==> config.mk <==
export PLATFORM = sky130hd
export DESIGN_NAME = shared_reg_read_arbiter
export DESIGN_NICKNAME = d
export VERILOG_FILES = /design/src/rtl/shared_reg_read_arbiter.sv
export SDC_FILE = /design/constraint.sdc
export NUM_CORES = 1
export LEC_CHECK = 0
export CORE_AREA = 2 2 65 67
export CTS_CLUSTER_SIZE = 12
export DETAILED_ROUTE_END_ITERATION = 12
export DIE_AREA = 0 0 67 69
export PLACE_DENSITY_LB_ADDON = 0.05
export RECOVER_POWER = 100
export SETUP_SLACK_MARGIN = 0.5
export SYNTH_ARGS = -nofsm -noshare
export SYNTH_HDL_FRONTEND = slang
export SYNTH_SLANG_ARGS = --single-unit
export TNS_END_PERCENT = 100
==> constraint.sdc <==
create_clock -name clk -period 2.5 [get_ports clk]
set_clock_uncertainty 0.05 [all_clocks]
set_input_delay 0.75 -clock clk [delete_from_list [all_inputs] [get_ports clk]]
set_output_delay 0.75 -clock clk [all_outputs]
set_load 0.02 [all_outputs]
==> src/rtl/shared_reg_read_arbiter.sv <==
// rtl/shared_reg_read_arbiter.sv - round-robin read arbiter for a shared single-port register bank
module shared_reg_read_arbiter #(
  parameter int WIDTH      = 12,
  parameter int ADDR_WIDTH = 8,
  parameter int CORES      = 4
) (
  input  logic                        clk,
  input  logic                        rst,
  input  logic [CORES-1:0]            rdReq,
  input  logic [CORES*ADDR_WIDTH-1:0] rdAddr,
  output logic [CORES-1:0]            rdAck,
  output logic [WIDTH-1:0]            rdData,
  output logic                        memRdEn,
  output logic [ADDR_WIDTH-1:0]       memAddr,
  input  logic [WIDTH-1:0]            memData,
  output logic                        busy
);

  localparam int GW = (CORES > 1) ? $clog2(CORES) : 1;

  typedef enum logic [1:0] {IDLE, READ, WAIT, ACK} state_t;

  state_t                state;
  logic [GW-1:0]         grant;
  logic [GW-1:0]         last_grant;
  logic [GW-1:0]         winner;
  logic                  found;
  logic [ADDR_WIDTH-1:0] addr_arr [CORES];

  for (genvar i = 0; i < CORES; i++) begin : g_addr
    assign addr_arr[i] = rdAddr[i*ADDR_WIDTH +: ADDR_WIDTH];
  end

  // Search starts one past the previous winner, so every waiting core is reached within CORES-1 grants.
  always_comb begin
    winner = '0;
    found  = 1'b0;
    for (int k = 1; k <= CORES; k++) begin
      int idx;
      idx = int'(last_grant) + k;
      if (idx >= CORES) idx = idx - CORES;
      if (!found && rdReq[GW'(idx)]) begin
        winner = GW'(idx);
        found  = 1'b1;
      end
    end
  end

  assign busy = (state != IDLE);

  always_ff @(posedge clk or posedge rst) begin
    if (rst) begin
      state      <= IDLE;
      grant      <= '0;
      last_grant <= GW'(CORES - 1);
      rdAck      <= '0;
      rdData     <= '0;
      memRdEn    <= 1'b0;
      memAddr    <= '0;
    end else begin
      case (state)
        IDLE: begin
          if (|rdReq) begin
            grant   <= winner;
            memAddr <= addr_arr[winner];
            memRdEn <= 1'b1;
            state   <= READ;
          end
        end
        READ: begin
          memRdEn <= 1'b0;
          state   <= WAIT;
        end
        WAIT: begin
          rdData       <= memData;
          rdAck        <= '0;
          rdAck[grant] <= 1'b1;
          last_grant   <= grant;
          state        <= ACK;
        end
        ACK: begin
          rdAck <= '0;
          state <= IDLE;
        end
        default: state <= IDLE;
      endcase
    end
  end

endmodule

* Yosys cells after proc, flatten, opt, wreduce, memory -nomap -nowiden
Index checks and enable logic that the tools add are counted.
** Operators by class
- Divide/modulo/power cells :: 0
- Muxes and demuxes :: 33
- Bitwise operators :: 1
- Reductions and logical operators :: 14
- $mul :: 0
- Shift-type cells :: 0
- Order comparisons :: 11
- Add/subtract/negate cells :: 8
- Eq/ne operators :: 4
** Operators by type and width (number)
- 2-bit two-way mux :: 9
- 8-bit binary-select mux with 2-bit select :: 1
- 2-bit by 4-bit less-than comparator with 1-bit output, second input constant :: 4
- 8-bit two-way mux :: 2
- 1-bit two-way mux :: 13
- 3-bit >= comparator, second input constant :: 4
- 1-bit binary-select mux with 2-bit select :: 4
- 2-bit one-hot mux with 4 select lines :: 1
- 4-bit one-hot mux with 2 select lines :: 1
- 2-bit by 1-bit subtractor with 2-bit output, second input constant :: 4
- 2-bit by 2-bit adder with 3-bit output, second input constant :: 2
- 2-bit nonzero test :: 3
- 2-bit by 3-bit adder with 4-bit output, second input constant :: 1
- 2-bit == test, second input constant :: 2
- 4-bit by 3-bit >= comparator with 1-bit output, second input constant :: 1
- 1-bit logical AND :: 4
- 2-bit AND reduction :: 2
- 4-bit OR reduction :: 1
- 2-bit by 1-bit adder with 3-bit output, second input constant :: 1
- 1-bit logical NOT :: 3
- 2-bit by 3-bit less-than comparator with 1-bit output, second input constant :: 1
- 2-bit NOT with 3-bit output :: 1
- 1-bit demux with 2-bit select :: 1
- 2-bit by 1-bit == test with 1-bit output, second input constant :: 1
- other kinds (4) :: 4
** Storage, ports and cells
- Bits in read-only memories :: 0
- Bits in latches :: 0
- RAM bits :: 0
- Memories kept :: 0
- Word-level logic and storage cells :: 78
- Input bits :: 50
- Register bits :: 31
- Output and inout bits :: 26

* Longest topological paths before layout
- Depth after elaboration :: 20
- Mapped depth :: 7
- Depth with buffers taken out :: 6

* Least setup slack after synthesis
Ideal clock, no wire load.
- Path kind :: in2reg
- Start :: input rdReq[3]
- End :: register memAddr[3]
- Arrival time :: 1.701 ns
- Buffers on the path :: 2
- Setup slack :: 0.609 ns
- Stages :: 7
- Setup time :: 0.139 ns
- Required time :: 2.311 ns
- Cell sequence :: nor2b_1 a21oi_1 o221ai_2 buf_6 buf_12 mux2i_1 o221ai_1
** Between the ends
- Word-level cells in the longest chain between the ends :: 17
- Elaborated cells between the ends (all ways) :: 31
- Those cells by class :: mux (22); bitwise (1); reduce/logical (8)
** RTL lines
- from (decl) :: RTL line 9 : input logic [CORES-1:0] rdReq,
- 1-bit binary-select mux with 2-bit select :: RTL line 42 : if (!found && rdReq[GW'(idx)]) begin
- 1-bit two-way mux (implied by the code) (2 in a row) :: RTL line 42
- 1-bit two-way mux :: RTL line 42
- 1-bit logical NOT :: RTL line 42
- 1-bit logical AND :: RTL line 42
- 1-bit two-way mux :: RTL line 42
- 1-bit logical NOT :: RTL line 42
- 1-bit logical AND :: RTL line 42
- 1-bit two-way mux :: RTL line 42
- 1-bit logical NOT :: RTL line 42
- 1-bit logical AND :: RTL line 42
- 2-bit two-way mux :: RTL line 42
- 2-bit NOT with 3-bit output (implied by the code) :: RTL line 65 : memAddr <= addr_arr[winner];
- 8-bit binary-select mux with 2-bit select :: RTL line 65
- 8-bit two-way mux (implied by the code) (2 in a row) :: RTL line 65
- to (signal assigned) :: RTL line 65
- to (decl) :: RTL line 14 : output logic [ADDR_WIDTH-1:0] memAddr,
Several ways; a longest one is shown, not always the timed one. The select of a mux whose other input is x is not followed.
A chain may end at the register's enable or synchronous reset.

* Final worst setup path
- Start :: input rdReq[1]
- End :: register memAddr[4]
The elaborated chain is that of the path after synthesis.

==> flow_summary.rst <==
.. list-table::
   :header-rows: 1

   * - Metric
     - Value
   * - Number of different library cells in the post-synthesis netlist
     - 25
   * - Total length of routed wires
     - ~4100 um
   * - Type of the worst setup path
     - input pin to flip-flop
   * - Total routing resource utilization after global routing
     - 18.14%
   * - First-pass GRT wire length
     - 6292 um
   * - Inserted Diodes
     - 0
   * - Highest clock rate
     - 489.3 MHz
   * - List of cells traversed by the critical path
     - dlygate4sd2_1 > nor4_1 > clkbuf_1 > nand2b_1 > clkbuf_1 > nand2_1 > o221ai_1
   * - Largest voltage drop on the vdd net
     - about 630 uV
   * - Placer's final routability congestion estimate
     - approximately 0.74
   * - Post-layout worst setup margin
     - between 0.4 and 0.5 ns
   * - Number of nets in the layout
     - about 280
   * - Critical Path Most Common Cell
     - clkbuf_1
   * - Clk_lat worst skew
     - 0.28 ns
   * - Die Outline Area
     - about 4600 um2
   * - Sequential group share of total power
     - 32.5%
   * - Critical Path AT
     - 2.18 ns
   * - Initial core utilization
     - about two fifths
   * - Horiz. Die Dim
     - between 60 and 70 um
   * - Max-slew violations
     - 0
   * - Sequential fraction of the synthesis area
     - 50.73%
   * - Highest fanout seen on the critical path
     - 10
   * - Number of nets in the synthesized netlist
     - roughly 190
   * - Sort of element at the start of the critical path
     - input pin
   * - Dominant cell by count in the synthesized netlist
     - dfrtp_1
   * - Top-area cell type share of the netlist area
     - a little under half
   * - Hold_buf cts
     - 0
   * - Synth Area per Inst
     - around 11 um2
   * - Number of flops mapped to enable cells by yosys
     - 0
   * - Grt ovf
     - 0
   * - Remaining number of nets flagged by the antenna check after routing
     - 0
   * - Number of violations reported at the end of detailed-routing iteration 0
     - 37
   * - Final number of hold-violating endpoints
     - 0
   * - FP Rows
     - 23
   * - Leakage Power
     - roughly 1.2 nW
   * - Core Footprint
     - around 3900 um2
   * - Clock buffer count from CTS
     - 5
   * - Largest area contributor in the netlist
     - dfrtp_1
   * - Most used DFF post-synth
     - dfrtp_1
   * - Pin count of the biggest net entering global routing
     - 20
   * - Count of pins on the block boundary
     - 76
   * - Clock Sinks
     - 31
   * - Area Growth Syn to Fin
     - 60.44%
   * - Final hold slack
     - between 0.4 and 0.5 ns
   * - RSZ-0062 raised after global routing
     - true
   * - Number of port buffers
     - 75
   * - Worst-margin pin slew
     - ~1.0 ns
   * - Required arrival time at the worst endpoint
     - between 2 and 3 ns
   * - Share of async-settable or async-resettable flops after synthesis
     - 100.0%
   * - Remaining max-slew budget at the tightest pin
     - just over 30%
   * - Number of antenna violations at the first check in global routing
     - 0
   * - H-Tree Level Count
     - 2
   * - Cell with the largest stage delay on the worst path
     - clkbuf_1
   * - Clock power frac
     - about 13%
   * - Kind of cell adding the most delay to the critical path
     - buffers and inverters
   * - Cell area after placement
     - around 2400 um2
   * - CTS Root Buffer Type
     - clkbuf_8
   * - Share of the clock period used by the worst path
     - 81.74%
   * - Detailed-router iteration count before antenna repair
     - 4
   * - Detail-routed via count per cell
     - 5.092
   * - Buffering stage count on the worst path with inverters included
     - 3
   * - Final routed DRC violation total
     - 0
   * - Placed Cells incl. Taps
     - 260
   * - Non-Filler Instances
     - between 200 and 300
   * - Hold WC Path Type
     - flip-flop to flip-flop
   * - Setup violators final
     - 0
   * - PD cells
     - around 1100 nW/um2
   * - Post-synthesis cell area
     - between 1500 and 2000 um2
   * - Sum of net half-perimeters after detailed placement
     - between 2000 and 3000 um
   * - Post-Place Setup Slack
     - -0.03276 ns
   * - Setup_tns
     - 0 ns
   * - Sw Ratio
     - 39.94%
   * - Endpoint class of the critical path
     - flip-flop
   * - Number of storage elements in the synthesis netlist
     - 31
   * - Chip Height
     - around 69 um
   * - Synth top area cells
     - dfrtp_1, mux2i_1, mux2_2
   * - Layout cell share with drive strength beyond 1
     - about 17%
   * - Vias in the first global route
     - between 1000 and 1500
   * - Outcome
     - finished clean
   * - Clk pin slew, worst setup/hold paths
     - 0.06 ns
   * - Post-route minimum period
     - roughly 2 ns
   * - Net switching power
     - between 0.001 and 0.0015 W
   * - Largest incremental delay on the critical path
     - between 0.3 and 0.4 ns
   * - Drt wl/cell
     - between 10 and 15 um
   * - Buffer depth of the longest clock path
     - 2
   * - Via Count
     - about 1400
   * - CTS tree
     - yes
   * - Max cap viols
     - 0
   * - Most frequent cells after synthesis
     - dfrtp_1, nand2_1, mux2i_1, mux2_2, o221ai_1
   * - Cell count after synthesis
     - approximately 130
   * - Internal cell power
     - about 0.0017 W
   * - Design Area, Final
     - roughly 2500 um2
   * - Yosys Warn Count
     - 0
   * - Gate power share
     - 54.8%
cell families after synthesis:
kind of cell	share of synthesized area (%)
buf+inv	4.730
flops	50.73
simple gates	9.707
fa+ha+maj	4.078
compound gates	10.11
mux	20.64
path summary, 6_finish.rpt:
path	from	depth (start not counted)	slack, ns	endpoint
min in group asynchronous	rst	3	1.05	rdData[9]$_DFFE_PP0P_
hold / removal	memAddr[1]$_DFFE_PP0P_	2	0.43	memAddr[1]$_DFFE_PP0P_
setup reg to reg	state[0]$_DFFE_PP0P_	5	0.51	last_grant[1]$_DFFE_PP1P_
hold reg to reg	memAddr[1]$_DFFE_PP0P_	2	0.43	memAddr[1]$_DFFE_PP0P_
setup / recovery	rdReq[1]	7	0.46	memAddr[4]$_DFFE_PP0P_
max in group asynchronous	rst	3	0.58	rdData[11]$_DFFE_PP0P_
cells in the final DEF (no fill, tap or decap), types with 2 or more instances in the layout:
cell type | synthesis | routed
clkbuf_1 | 1 | 7
a21oi_1 | 7 | 6
dfstp_2 | 2 | 2
clkdlybuf4s50_1 | 0 | 44
clkbuf_8 | 0 | 5
inv_1 | 6 | 6
dfrtp_1 | 29 | 29
nand2b_1 | 3 | 3
buf_4 | 0 | 5
o221ai_1 | 8 | 8
o21ai_0 | 4 | 4
ha_1 | 5 | 4
mux2_2 | 13 | 13
nor2_1 | 6 | 6
dlygate4sd2_1 | 0 | 26
mux2i_1 | 17 | 17
nand2_1 | 19 | 18
sequential cells by signal, indices dropped and copies added, names as in the netlist:
| register | flops |
|---|---|
| grant | 2 |
| last_grant | 2 |
| memAddr | 8 |
| memRdEn | 1 |
| rdAck | 4 |
| rdData | 12 |
| state | 2 |
cell type report:
cell class              instances  area (um2)
inverters                       6       22.52
fillers                       363        1453
well taps                      50       62.56
flip-flops and latches         31       778.2
multi-input cells              91       708.2
repair buffers                 88       817.0
clock buffers                   6       72.57
repair_timing:
action	CTS	global route
buffers inserted	2	3
gates resized for setup	40	8
hold endpoints to repair	0	0
gates cloned	1	0
pin swaps	3	3
setup endpoints to repair	34	12
layer usage:
metal / track usage [%] / part of all wire, % / up-vias / routed length, um
met5: 0 / 0 / - / 0
met4: 7.483 / 2.3 / 0 / 95
met3: 7.667 / 10 / 12 / 411
met2: 30.58 / 50 / 57 / 2031
met1: 19.47 / 38 / 661 / 1530
li1: - / - / 655 / -
worst min-delay path, delay by kind of cell, from the launching register on:
kind | cells | cell delay [ns]
simple gates | 1 | 0.05
compound gates | 1 | 0.06
flops | 1 | 0.34
power by group through the flow:
stage | Sequential, W | Combinational (W) | Clock, W
global route | 0.000939 | 0.00166 | 0.000391
global placement | 0.000912 | 0.00156 | 0
CTS | 0.000912 | 0.00156 | 0.000364
finish | 0.000909 | 0.00153 | 0.000356
floorplan | 0.00114 | 0.000714 | 0
detailed placement | 0.000925 | 0.00160 | 0
metrics by stage:
stage	utilization, %	total power (W)
after floorplan	-	0.001858
after global placement	60.36	0.002468
after detailed placement	60.36	0.002528
after CTS	63.04	0.002837
after global routing	62.88	0.002994
final	62.88	0.002796
No activity file was read; power rests on OpenSTA's default activity.
